**src/rtl/ifu_fetch_if.sv**
```systemverilog
// Instruction-memory bus between the fetch unit (master) and instruction memory (slave).
//
// Handshake: the master holds imem_req high with imem_addr stable until the
// slave returns imem_ack; imem_ack with imem_rdata valid completes the
// transfer in that same cycle. imem_ack is ignored while imem_req is low.
interface ifu_fetch_if;
  logic        imem_req;
  logic [31:0] imem_addr;
  logic        imem_ack;
  logic [31:0] imem_rdata;

  modport master (output imem_req, output imem_addr, input imem_ack, input imem_rdata);
  modport slave  (input imem_req, input imem_addr, output imem_ack, output imem_rdata);
endinterface

```
**src/rtl/ifu_fetch.sv**
```systemverilog
// ifu_fetch: SCCPU instruction fetch unit. Owns the PC, fetches one word per
// instruction over the imem bus, holds it for the EXEC cycle(s) and commits
// the next PC chosen by npc_op.
// Optional feature macro: IFU_ALIGN_CHECK_EN (misaligned jump-register halts
// the core and sets the sticky misalign flag; otherwise the target is
// silently word-aligned).
module ifu_fetch #(
  parameter logic [31:0] RESET_PC = 32'h0000_0000
) (
  input  logic          clk,
  input  logic          rst,
  ifu_fetch_if.master   imem,
  output logic [31:0]   instr,
  output logic          instr_valid,
  output logic [31:0]   pc,
  output logic [31:0]   pc_plus4,
  input  logic [1:0]    npc_op,
  input  logic [31:0]   rs_data,
  input  logic          stall,
  output logic          commit,
  output logic          misalign,
  output logic [1:0]    fsm_state
);

  localparam logic [1:0] S_FETCH = 2'd0;
  localparam logic [1:0] S_EXEC  = 2'd1;
  localparam logic [1:0] S_HALT  = 2'd2;

  localparam logic [1:0] NPC_PLUS4  = 2'b00;
  localparam logic [1:0] NPC_BRANCH = 2'b01;
  localparam logic [1:0] NPC_JUMP   = 2'b10;
  localparam logic [1:0] NPC_JREG   = 2'b11;

  logic [1:0]  state;
  logic [31:0] npc;
  logic        jr_bad;

  assign fsm_state = state;
  assign pc_plus4  = pc + 32'd4;

`ifdef IFU_ALIGN_CHECK_EN
  // A jump-register to a non-word address faults instead of committing.
  assign jr_bad = (state == S_EXEC) && (npc_op == NPC_JREG) && (rs_data[1:0] != 2'b00);
`else
  assign jr_bad = 1'b0;
`endif

  // Reset overrides the request and the commit pulse in the same cycle.
  assign imem.imem_req  = (state == S_FETCH) && !rst;
  assign imem.imem_addr = pc;
  assign instr_valid    = (state == S_EXEC) && !rst;
  assign commit         = (state == S_EXEC) && !stall && !rst && !jr_bad;

  // Next-PC selection from the decoder's op code, modulo 2^32.
  always_comb begin
    npc = pc_plus4;
    case (npc_op)
      NPC_PLUS4:  npc = pc_plus4;
      NPC_BRANCH: npc = pc_plus4 + {{14{instr[15]}}, instr[15:0], 2'b00};
      NPC_JUMP:   npc = {pc_plus4[31:28], instr[25:0], 2'b00};
      NPC_JREG:   npc = {rs_data[31:2], 2'b00};
      default:    npc = pc_plus4;
    endcase
  end

  // FSM, PC and instruction register; PC moves only on a commit edge.
  always_ff @(posedge clk) begin
    if (rst) begin
      state <= S_FETCH;
      pc    <= RESET_PC;
      instr <= 32'd0;
    end else begin
      case (state)
        S_FETCH: begin
          if (imem.imem_ack) begin
            instr <= imem.imem_rdata;
            state <= S_EXEC;
          end
        end
        S_EXEC: begin
          if (jr_bad) begin
            state <= S_HALT;
          end else if (!stall) begin
            pc    <= npc;
            state <= S_FETCH;
          end
        end
`ifdef IFU_ALIGN_CHECK_EN
        S_HALT: state <= S_HALT;
`endif
        default: state <= S_FETCH;
      endcase
    end
  end

`ifdef IFU_ALIGN_CHECK_EN
  // Sticky fault flag, cleared only by reset.
  always_ff @(posedge clk) begin
    if (rst) misalign <= 1'b0;
    else if (jr_bad) misalign <= 1'b1;
  end
`else
  assign misalign = 1'b0;
`endif

endmodule

```
**src/flat_wrapper.sv**
```systemverilog
// flat-port wrapper written by rule: the top's interface ports become plain ports
module ifu_fetch_flat 
#(
  parameter logic [31:0] RESET_PC = 32'h0000_0000
)
  (clk, rst, instr, instr_valid, pc, pc_plus4, npc_op, rs_data, stall, commit, misalign, fsm_state, imem_imem_req, imem_imem_addr, imem_imem_ack, imem_imem_rdata);
  ifu_fetch_if imem_i ();
  input  logic clk;
  input  logic rst;
  output logic [31:0] instr;
  output logic instr_valid;
  output logic [31:0] pc;
  output logic [31:0] pc_plus4;
  input  logic [1:0] npc_op;
  input  logic [31:0] rs_data;
  input  logic stall;
  output logic commit;
  output logic misalign;
  output logic [1:0] fsm_state;
  output wire logic [$bits(imem_i.imem_req)-1:0] imem_imem_req;
  output wire logic [$bits(imem_i.imem_addr)-1:0] imem_imem_addr;
  input wire logic [$bits(imem_i.imem_ack)-1:0] imem_imem_ack;
  input wire logic [$bits(imem_i.imem_rdata)-1:0] imem_imem_rdata;
  assign imem_imem_req = imem_i.imem_req;
  assign imem_imem_addr = imem_i.imem_addr;
  assign imem_i.imem_ack = imem_imem_ack;
  assign imem_i.imem_rdata = imem_imem_rdata;
  ifu_fetch #(.RESET_PC(RESET_PC)) u_core (.clk(clk), .rst(rst), .imem(imem_i), .instr(instr), .instr_valid(instr_valid), .pc(pc), .pc_plus4(pc_plus4), .npc_op(npc_op), .rs_data(rs_data), .stall(stall), .commit(commit), .misalign(misalign), .fsm_state(fsm_state));
endmodule
```
**config.mk**
```make
export PLATFORM = sky130hd
export DESIGN_NAME = ifu_fetch_flat
export DESIGN_NICKNAME = d
export VERILOG_FILES = /design/src/rtl/ifu_fetch_if.sv /design/src/rtl/ifu_fetch.sv /design/src/flat_wrapper.sv
export SDC_FILE = /design/constraint.sdc
export NUM_CORES = 1
export LEC_CHECK = 0
export CORE_ASPECT_RATIO = 0.75
export CORE_MARGIN = 2
export CORE_UTILIZATION = 25
export DETAILED_ROUTE_END_ITERATION = 10
export SYNTH_ARGS = -nofsm -noshare
export SYNTH_HDL_FRONTEND = slang
export SYNTH_SLANG_ARGS = --single-unit
```
**constraint.sdc**
```tcl
create_clock -name clk -period 9.4 [get_ports clk]
set_clock_uncertainty 0.15 [all_clocks]
set_input_delay 1.41 -clock clk [delete_from_list [all_inputs] [get_ports clk]]
set_output_delay 1.41 -clock clk [all_outputs]
set_load 0.02 [all_outputs]
```
## Yosys cells after proc, flatten, opt, wreduce, memory -nomap -nowiden

Index checks and enable logic that the tools add are counted.

- Eq/ne operators: 6
- Bitwise gates (word level): 1
- Muxes and demuxes: 4
- Div/mod/pow operators: 0
- Shifts and indexed selects: 0
- Multiply operators: 0
- Add/subtract/negate cells: 2
- Order comparisons: 0
- Reductions and logical operators: 11

Operators by type and width:

| cell | number |
|---|---|
| case mux 32 bit (4 select lines) | 1 |
| adder 32 x 3 -> 32 bit, second input constant | 1 |
| adder 32 bit | 1 |
| AND reduction 2 bit | 3 |
| == test 2 x 1 -> 1 bit, second input constant | 2 |
| == test 2 bit, second input constant | 2 |
| logical AND 1 bit | 4 |
| logical NOT 2 bit | 2 |
| 2-to-1 mux 2 bit | 2 |
| inequality test 2 bit, second input constant | 2 |
| case mux 2 bit (2 select lines) | 1 |
| logical NOT 1 bit | 2 |
| NOT 1 bit | 1 |

- Bits in latches: 0
- ROM bits: 0
- Bits of input ports: 70
- RAM bits: 0
- Register bits: 66
- Word-level logic and storage cells: 27
- Output and inout bits: 134
- Memories kept: 0

## Depth between registers and ports, before layout

Gate-level depths: netlist of the first run.

- Depth after elaboration: 3
- Mapped depth: 17
- Depth with buffers taken out: 15

## Worst setup path before layout of the first run

No wires, ideal clock.

- Path type: register to register
- Start: reg u_core.pc[2], in the netlist u_core.imem.imem_addr[2]
- End: reg u_core.pc[27], in the netlist u_core.imem.imem_addr[27]
- Path slack: 4.922 ns
- Path buffers: 2
- Period minus slack after synthesis: 4.478 ns
- Data required time: 9.133 ns
- Stages on the path, launching flop included: 18
- Arrival time: 4.212 ns
- Setup time: 0.117 ns
- Cells stage by stage: dfxtp_1 ha_1 nand3_1 or2_2 clkbuf_1 nor2_1 nand3_1 xnor2_1 ha_1 clkbuf_1 a21oi_1 o21ai_0 a21oi_1 o311ai_2 a31oi_2 xnor2_1 mux4_2 a22o_1

- Word-level cells in the longest chain between the ends: 3

RTL lines:

| item | line | source |
|---|---|---|
| from (decl) | ifu_fetch.sv:15 | `output logic [31:0] pc,` |
| from (signal assigned) | ifu_fetch.sv:84 | `pc <= npc;` |
| adder 32 x 3 -> 32 bit | ifu_fetch.sv:39 | `assign pc_plus4 = pc + 32'd4;` |
| net pc_plus4[16] | flat_wrapper.sv:13 | `output logic [31:0] pc_plus4;` |
| adder 32 bit | ifu_fetch.sv:59 | `NPC_BRANCH: npc = pc_plus4 + {{14{instr[15]}}, instr[15:0], 2'b00};` |
| case mux 32 bit (4 select lines) | ifu_fetch.sv:57 | `case (npc_op)` |

The timed path passes the listed nets, and every way through them passes these cells.
A chain may end at the register's enable or synchronous reset.

## Worst setup path in the final report of the first run

- Start: in rst
- End: out commit

- Word-level cells in the longest chain between the ends: 2

RTL lines:

| item | line | source |
|---|---|---|
| from (decl) | flat_wrapper.sv:9 | `input logic rst;` |
| logical NOT 1 bit | ifu_fetch.sv:52 | `assign commit = (state == S_EXEC) && !stall && !rst && !jr_bad;` |
| logical AND 1 bit | ifu_fetch.sv:52 |  |
| to (decl) | flat_wrapper.sv:17 | `output logic commit;` |

No other way between the ends.

==> impl_metrics.ini, run 1 <==
[critical_path]
timing.rr.start = u_core.imem.imem_addr[2]
crit_top_cell = clkdlybuf4s50_1
arrival_ns = 4.02
cp_max_fo = 37
cp-start-kind = primary input
worstReg2RegEnd = u_core.imem.imem_addr[27]
cp.required_ns = 7.84
r2r_cells = 14
crit_end = commit
path_depth = 5
cp_slowest_cell = clkdlybuf4s50_1
critPathLaunch = rst
r2r_slack_ns = 4.71
cp-end-kind = output pin
path_delay_family = buffers and inverters
setup.worst_path.class = in -> out
path_buf_inv = 4
path_cells = clkdlybuf4s50_1, buf_4, or2_2, inv_1, clkdlybuf4s50_1
crit_path_max_incr_delay_ns = 0.75

[logic_synthesis]
yosys_most_used_dff = dfxtp_1
yosysWarnings = 0
synthCells = 706
yosys.area_share.simple_pct = 20.9
muxShareOfSynthArea_pct = 4.88
yosys.area.top_type = dfxtp_1
yosysTopAreaCellShare_pct = 23.3
synth_seq_area_share_pct = 23.3
syn_area_sq_mm = 0.00541
synth_compound_area_share_pct = 25.8
synth_edf_count = 0
synth_xor_area_share_pct = 7.77
synthArstFlopShare_pct = 0
avgSynthCellArea_sq_um = 7.67
synth_top_family_by_area = compound AO/OA/AOI/OAI gates
synth_fa_ha_area_share_pct = 8.23
yosys-top-cells-area = dfxtp_1 (23%), ha_1 (7.9%), nand2_1 (7.8%)
synth_cell_types = 68
ys_ff_latch = 63

[clock_network]
cts_resized = 0
clk_latency_ns = 0.33
cts_tree = done
cts-root-buf = clkbuf_16
cts_hold_buf = 0
cts_max_path_buffers = 2
cts.clk_slew.worst_paths_ns = 0.06
cts_setup_buffers = 0
numCtsBuffers = 9
htreeDepth = 3
cts.sinks = 63

[placement]
dp_hpwl_um = 16100
place_area_sq_mm = 0.00736
placement.io_buffers = 193
pre_cts_ws_ns = 3.80
gp_congestion = 0.927

[layout]
antenna_cells = 0
final_core_util_pct = 36.1
nNetsFinal = 954
drive_gt1_share_pct = 5.85
area_delta_synth_final_pct = 41.4
final_area_sq_mm = 0.00766

[pwr]
power.leakage_nw = 3.00
ir_worst_vdd_uv = 65.6
p_clk_share_pct = 39.9
pwr-share-comb_pct = 25.4
p_seq_share_pct = 34.8
power_mw = 0.870
intPower_mw = 0.596
swShare_pct = 31.5
p_switching_mw = 0.274
power.density_mw_per_mm2 = 114

[drt]
routed_wl_um = 21200
wire_per_inst_um = 18.5
drt-pass1-iter-count = 4
vias = 5699
viasPerCell = 4.99
drc = 0
ant_nets = 0
drt_iter0_markers = 478

[global_route]
grt_max_degree = 51
grt_pass1_wl_um = 32700
grtUsageTotal_pct = 18.3
grt_overflow = 0
grt_antenna_before_repair = 0
grt_pass1_vias = 5515

[timing]
slew_headroom_pct = 39.0
worstMarginPinSlew_ns = 0.914
fin_ws_ns = 3.82
hold_violations = 0
final.setup.tns_ns = 0
period_share_pct = 59.4
fmax_ghz = 0.179
drv_slew = 0
finalSetupViolations = 0
rsz0062_at_grt = false
min_period_ns = 5.58

[job]
drv_cap = 0

[floorplan]
rows = 46
die_y_um = 131
die-width_um = 174
core_sq_mm = 0.0212
die-area_sq_mm = 0.0229
ios = 204
initial_core_util_pct = 25.6

[run_status]
outcome = finished, final reports clean

[min_path]
hp-class = reg -> reg
==> final cells by class <==
cell class	instances	area, sq um
Tap cell	288	360
Timing Repair Buffer	200	1980
Multi-Input combinational cell	559	3690
Sequential cell	63	1260
Inverter	16	60.1
Clock inverter	5	57.6
Clock buffer	11	243
Fill cell	2243	13500
==> power by group through the flow <==
| stage | registers [mW] | clock network [mW] | logic, mW |
|---|---|---|---|
| floorplan | 0.315 | 0 | 0.115 |
| global placement | 0.308 | 0 | 0.220 |
| detailed placement | 0.308 | 0 | 0.220 |
| CTS | 0.302 | 0.356 | 0.221 |
| global route | 0.305 | 0.367 | 0.238 |
| finish | 0.302 | 0.347 | 0.220 |
==> cell usage after synthesis (16+ instances only) <==
cell type / n
inv_1: 16
nand2_1: 112
a21o_1: 18
nand3_1: 25
a21oi_1: 76
nor2_1: 40
o21ai_0: 27
dfxtp_1: 63
buf_4: 38
ha_1: 34
clkbuf_1: 31
xnor2_1: 34
==> tightest hold or removal path, delay by kind of cell (launching register included) <==
kind,cells,cell delay (ns)
DFF,1,0.31
and+or+nand+nor,1,0.05
AOI/OAI and AO/OA,1,0.05
==> how the worst min path moves through the flow <==
stage	start	cells after the start	slack, ns	to
global route	u_core.instr[28]	2	0.33	u_core.instr[28]
global placement	u_core.instr[26]	2	0.29	u_core.instr[26]
detailed placement	u_core.instr[26]	2	0.30	u_core.instr[26]
CTS	u_core.instr[26]	2	0.31	u_core.instr[26]
floorplan	u_core.instr[26]	2	0.38	u_core.instr[26]
finish	u_core.instr[26]	2	0.30	u_core.instr[26]
==> registers in the layout, indices dropped and copies added (netlist names) <==
register               count
u_core.instr              32
u_core.imem.imem_addr     30
u_core.fsm_state           1
==> through the flow <==
| step | instances | hold slack (ns) |
|---|---|---|
| after floorplan | 713 | 0.385 |
| after global placement | 1126 | 0.292 |
| after detailed placement | 1126 | 0.298 |
| after CTS | 1142 | 0.305 |
| after global routing | 1142 | 0.326 |
| final | 1142 | 0.303 |
==> cell usage in the layout, fill, tap and decap left out, drive strengths merged, types with 18 or more instances in the layout <==
cell type / count
clkdlybuf4s50: 192
nand2: 112
a21oi: 77
dfxtp: 63
nor2: 40
xnor2: 34
ha: 34
o21ai: 31
nand3: 25
a21o: 18
==> metal layers <==
metal | up-vias | global-route usage [%] | wire (um)
li1 | 2783 | - | -
met1 | 2673 | 26.7 | 10600
met2 | 225 | 26.5 | 8530
met3 | 18 | 5.15 | 1730
met4 | 0 | 3.78 | 299
met5 | - | 0 | 0
==> cells by family after synthesis <==
logic type | count (synthesis)
AND/OR/NAND/NOR | 243
adder cells (fa/ha/maj) | 35
XOR/XNOR | 48
AO/OA/AOI/OAI | 209
flip-flops | 63
buffers and inverters | 91
other | 1
multiplexers | 16
Note: power is estimated with default switching activity, not from simulation.
==> run 2: changes to the inputs <==
==> constraint.sdc (replaced) <==
create_clock -name clk -period 5.22 [get_ports clk]
set_clock_uncertainty 0.15 [all_clocks]
set_input_delay 0.783 -clock clk [delete_from_list [all_inputs] [get_ports clk]]
set_output_delay 0.783 -clock clk [all_outputs]
set_load 0.02 [all_outputs]
==> run 2 against run 1 <==
- cell count increased by 0.44%
- worst hold slack worse by 0.00062 ns
- die area did not move
- total power is 87% higher
- register-to-register slack worse by 4.1 ns
- critical endpoint is now u_core.imem.imem_addr[27]
- non-clock buffer count rose by 4
- combinational power is 82% higher
- sequential share of layout area down 0.12 points
- setup slack lost 3.2 ns
- via count up 0.14%
- sequential power is 80% higher
- wire length grew 1.1%
- largest power group unchanged
==> impl_metrics.ini, run 2 (same netlist as run 1, synthesis figures left out) <==
[drt]
routed_wl_um = 21400
wire_per_inst_um = 18.7
ant_nets = 0
viasPerCell = 4.98
vias = 5707
drt_iter0_markers = 403
drt-pass1-iter-count = 5
drc = 0

[pwr]
power.density_mw_per_mm2 = 210
power.leakage_nw = 3.04
power_mw = 1.62
ir_worst_vdd_uv = 102

[layout]
largest-register = u_core.instr
area_delta_synth_final_pct = 42.5
seqCellArea_sq_mm = 0.00126
final_core_util_pct = 36.4
drive_gt1_share_pct = 6.18
largest_reg_flops = 32
final_common_cell = clkdlybuf4s50_1
fin_cells = 1147
fillerInstances = 2262
multi_input_area_sq_mm = 0.00369
final_area_sq_mm = 0.00771
final_cell_mix = clkdlybuf4s50_1 (192), nand2_1 (112), a21oi_1 (76)
nNetsFinal = 958

[timing]
min_period_ns = 4.64
drv_slew = 0
period_share_pct = 89.0
final.setup.tns_ns = 0
hold_violations = 0
fmax_ghz = 0.215
worstMarginPinSlew_ns = 0.924
slew_headroom_pct = 38.2
rsz0062_at_grt = false
finalSetupViolations = 0

[floorplan]
ios = 204
core_sq_mm = 0.0212
die-width_um = 174
die_y_um = 131
initial_core_util_pct = 25.6
die-area_sq_mm = 0.0229
rows = 46

[min_path]
hold_depth = 2
hp-class = reg -> reg

[clock_network]
cts_hold_buf = 0
htreeDepth = 3
cts_max_path_buffers = 2
cts_setup_buffers = 0
numCtsBuffers = 9
cts.clk_slew.worst_paths_ns = 0.06
cts_tree = done
clk_latency_ns = 0.33
cts_resized = 0
cts.sinks = 63
cts-root-buf = clkbuf_16

[global_route]
grt_pass1_vias = 5457
grt_overflow = 0
grt_max_degree = 37
grt_antenna_before_repair = 0
grt_pass1_wl_um = 32700
grtUsageTotal_pct = 18.4

[placement]
dp_hpwl_um = 16600
place_area_sq_mm = 0.00739
gp_congestion = 0.919
placement.io_buffers = 193
placed_cells = 1130

[job]
drv_cap = 0

[critical_path]
cp_slowest_cell = mux4_2
cp-start-kind = flip-flop
arrival_ns = 4.72
r2r_cells = 15
cp.required_ns = 5.30
crit_path_max_incr_delay_ns = 0.46
cp_max_fo = 8
cp-end-kind = flip-flop
path_cells = ha_1, nand3_1, or2_2, nor2_1, nand3_1, xnor2_1, ha_1, a21oi_1, o21ai_0, a21oi_1, o311ai_2, a31oi_2, xnor2_1, mux4_2, a22o_1
setup.worst_path.class = reg -> reg

[run_status]
outcome = finished, final reports clean
==> run 2: area by class of cell <==
cell class	count	area share, %
Multi-Input combinational cell	559	47.9
Timing Repair Buffer	204	26.1
Sequential cell	63	16.4
Tap cell	288	4.67
Clock buffer	13	3.37
Clock inverter	3	0.843
Inverter	16	0.779
Antenna cell	1	0.0324
==> run 2: per-stage QoR <==
stage / hold WS (ns) / setup WS [ns]
final: 0.302 / 0.576
after global routing: 0.331 / 0.195
after floorplan: 0.385 / 0.742
after detailed placement: 0.297 / 0.642
after CTS: 0.305 / 0.604
after global placement: 0.291 / 0.657
==> run 2: worst paths after layout <==
kind                                          startpoint                         to  slack (ns)
worst max-delay path            u_core.imem.imem_addr[2]  u_core.imem.imem_addr[27]        0.58
worst min-delay path                    u_core.instr[26]           u_core.instr[26]        0.30
worst min register to register          u_core.instr[26]           u_core.instr[26]        0.30
worst max register to register  u_core.imem.imem_addr[2]  u_core.imem.imem_addr[27]        0.58
==> run 2: per-layer routing <==
| metal | track usage [%] | up-vias | routed length [um] | part of all wire, % |
|---|---|---|---|---|
| met3 | 5.03 | 15 | 1600 | 7.5 |
| met4 | 3.50 | 0 | 222 | 1.0 |
| met5 | 0 | - | 0 | 0 |
| li1 | - | 2798 | - | - |
| met2 | 27.1 | 225 | 8860 | 41 |
| met1 | 26.7 | 2669 | 10700 | 50 |
==> run 2: critical path: cells and delay by family (launching register included) <==
family          cells  cell delay (ns)
compound gates      6             1.22
fa+ha+maj           2             0.69
mux                 1             0.46
xor+xnor            2             0.44
simple gates        4             1.12
flops               1             0.45
==> run 2: power breakdown <==
group | leakage [nW] | internal [mW] | switching (mW) | total [mW]
sequential | 0.514 | 0.504 | 0.0381 | 0.543
combinational | 2.37 | 0.187 | 0.213 | 0.400
clock | 0.160 | 0.444 | 0.236 | 0.681
total | 3.04 | 1.14 | 0.487 | 1.62
==> run 3: changes to the inputs <==
--- a/config.mk
+++ b/config.mk
@@ -5,6 +5,8 @@
 export SDC_FILE = /design/constraint.sdc
 export NUM_CORES = 1
 export LEC_CHECK = 0
+export ABC_AREA = 1
+export ABC_CLOCK_PERIOD_IN_PS = 5100
 export CORE_ASPECT_RATIO = 0.75
 export CORE_MARGIN = 2
 export CORE_UTILIZATION = 25
==> constraint.sdc (replaced) <==
create_clock -name clk -period 5.1 [get_ports clk]
set_clock_uncertainty 0.15 [all_clocks]
set_input_delay 0.765 -clock clk [delete_from_list [all_inputs] [get_ports clk]]
set_output_delay 0.765 -clock clk [all_outputs]
set_load 0.02 [all_outputs]
==> run 3 against run 2 <==
- setup slack improved by 0.73 ns
- worst hold slack improved by 0.060 ns
- sequential share of layout area decreased by 1.2 points
- critical path type is now reg -> out
- global-route usage increased by 0.86 points
- cell count increased by 30%
- first-iteration DRC count increased by 21%
==> impl_metrics.ini, run 3 <==
[timing]
min_period_ns = 3.79
fmax_ghz = 0.264
slew_headroom_pct = 29.5
rsz0062_at_grt = false
hold_violations = 0
period_share_pct = 74.3
fin_ws_ns = 1.31
finalSetupViolations = 0
drv_slew = 0
worstMarginPinSlew_ns = 1.05
final.setup.tns_ns = 0
hold_ws_ns = 0.362

[critical_path]
cp-start-kind = flip-flop
timing.rr.start = u_core.imem.imem_addr[3]
cp_max_fo = 6
arrival_ns = 2.87
cp.required_ns = 4.18
cp-end-kind = output pin
r2r_slack_ns = 1.44
r2r_cells = 19
setup.worst_path.class = reg -> out
worstReg2RegEnd = u_core.imem.imem_addr[21]

[global_route]
grt_pass1_wl_um = 37700
grtUsageTotal_pct = 19.2
grt_antenna_before_repair = 0
grt_overflow = 0
grt_max_degree = 36
grt_pass1_vias = 6603

[logic_synthesis]
syn_area_sq_mm = 0.00604
yosys-top-cells-area = dfxtp_1 (21%), nand2_1 (19%), nor2_1 (8.2%)
synth_seq_area_share_pct = 20.9
synth_cell_types = 42
yosysWarnings = 0
yosysTopAreaCellShare_pct = 20.9
yosysMostFrequentCell = nand2_1
yosys_most_used_dff = dfxtp_1
ys_ff_latch = 63
synthCells = 1030
avgSynthCellArea_sq_um = 5.86
synth_edf_count = 0
yosys.area.top_type = dfxtp_1
synth_common_cells = nand2_1 (302), nor2_1 (132), inv_1 (121)
synthArstFlopShare_pct = 0

[layout]
antenna_cells = 0
nNetsFinal = 1289
final_common_cell = nand2_1
fillerInstances = 2557
drive_gt1_share_pct = 4.63
final_core_util_pct = 34.9
final_cell_mix = nand2_1 (302), clkdlybuf4s50_1 (193), nor2_1 (131)
multi_input_area_sq_mm = 0.00393
largest-register = u_core.instr
seqCellArea_sq_mm = 0.00126
area_delta_synth_final_pct = 37.8
largest_reg_flops = 32

[pwr]
power_mw = 1.69
pwr-share-comb_pct = 29.9
p_clk_share_pct = 35.9
intPower_mw = 1.11
swShare_pct = 34.0
p_switching_mw = 0.573
p_seq_share_pct = 34.1
power.leakage_nw = 3.84
ir_worst_vdd_uv = 161
power.density_mw_per_mm2 = 203

[floorplan]
die-width_um = 183
rows = 49
ios = 204
die-area_sq_mm = 0.0254
die_y_um = 139
initial_core_util_pct = 25.3
core_sq_mm = 0.0238

[clock_network]
htreeDepth = 3
cts_max_path_buffers = 2
cts.sinks = 63
cts.clk_slew.worst_paths_ns = 0.05
numCtsBuffers = 9
cts_setup_buffers = 0
cts-root-buf = clkbuf_16
clk_latency_ns = 0.34
cts_resized = 0
cts_tree = done
cts_hold_buf = 0

[drt]
routed_wl_um = 24800
ant_nets = 0
vias = 7064
drc = 0
viasPerCell = 4.73
wire_per_inst_um = 16.6
drt-pass1-iter-count = 6
drt_iter0_markers = 486

[min_path]
holdCritStartpoint = u_core.imem.imem_addr[29]
hold_depth = 2
hp-class = reg -> reg
worstHoldEndpoint = u_core.imem.imem_addr[29]

[run_status]
outcome = finished, final reports clean

[job]
drv_cap = 0

[placement]
pre_cts_ws_ns = 1.50
dp_hpwl_um = 20100
gp_congestion = 0.937
placement.io_buffers = 193
run 3: changes by cell type in the layout (fill, tap and decap cells not counted), moves of 12 or more:
| cell | previous run | this run |
|---|---|---|
| nor2_2 | 0 | 13 |
| nor2_1 | 40 | 131 |
| a221oi_1 | 0 | 12 |
| xnor2_1 | 34 | 7 |
| inv_1 | 16 | 121 |
| nand2_1 | 112 | 302 |
| nand3_1 | 25 | 59 |
| a21oi_1 | 76 | 52 |
| a21o_1 | 18 | 1 |
| o21ai_0 | 27 | 69 |
run 3: critical path, cell delays in order, from the launching register on:
cell	delay [ns]
dfxtp_1	0.43
ha_1	0.21
nand2_1	0.09
inv_2	0.09
nand3_2	0.13
nor2_2	0.22
nand2_2	0.11
xnor2_1	0.52
clkdlybuf4s50_1	0.73
run 3: power by group through the flow:
stage	logic [mW]	registers [mW]	clock network, mW
2_1_floorplan	0.249	0.604	0
3_3_place_gp	0.497	0.584	0
3_5_place_dp	0.498	0.584	0
4_1_cts	0.501	0.574	0.619
5_1_grt	0.545	0.580	0.638
6_report	0.505	0.575	0.606
run 3: how the worst max path moves through the flow:
stage                             startpoint                         to
floorplan           u_core.imem.imem_addr[3]  u_core.imem.imem_addr[31]
global placement    u_core.imem.imem_addr[3]  u_core.imem.imem_addr[21]
detailed placement  u_core.imem.imem_addr[3]  u_core.imem.imem_addr[21]
CTS                 u_core.imem.imem_addr[3]               pc_plus4[18]
global route        u_core.imem.imem_addr[3]  u_core.imem.imem_addr[21]
finish              u_core.imem.imem_addr[3]               pc_plus4[18]
run 3: area by class of cell:
cell class                      count  area share [%]
Clock buffer                       11            2.80
Clock inverter                      4           0.571
Inverter                          131            5.91
Multi-Input combinational cell    780            47.2
Sequential cell                    63            15.2
Tap cell                          306            4.60
Timing Repair Buffer              199            23.8
run 3: per-stage QoR:
stage | area (sq um) | cells
2_1_floorplan | 6070 | 1037
3_3_place_gp | 8040 | 1479
3_5_place_dp | 8040 | 1479
4_1_cts | 8320 | 1494
5_1_grt | 8320 | 1494
6_report | 8320 | 1494
run 3: routing by layer:
metal	up-vias	GRT usage (%)	routed length [um]
li1	3555	-	-
met1	3238	27.2	11800
met2	248	30.5	11000
met3	23	3.60	1750
met4	0	3.83	336
met5	-	0	0
run 3: logic make-up (layout without fill, tap and decap cells):
group | count (synthesis) | after routing | share of synthesized area (%)
xor+xnor | 24 | 24 | 3.85
compound gates | 165 | 165 | 15.5
simple gates | 548 | 548 | 37.8
fa+ha+maj | 35 | 35 | 7.37
flops | 63 | 63 | 20.9
other cells | 1 | 8 | 0.0621
buf+inv | 194 | 345 | 14.6
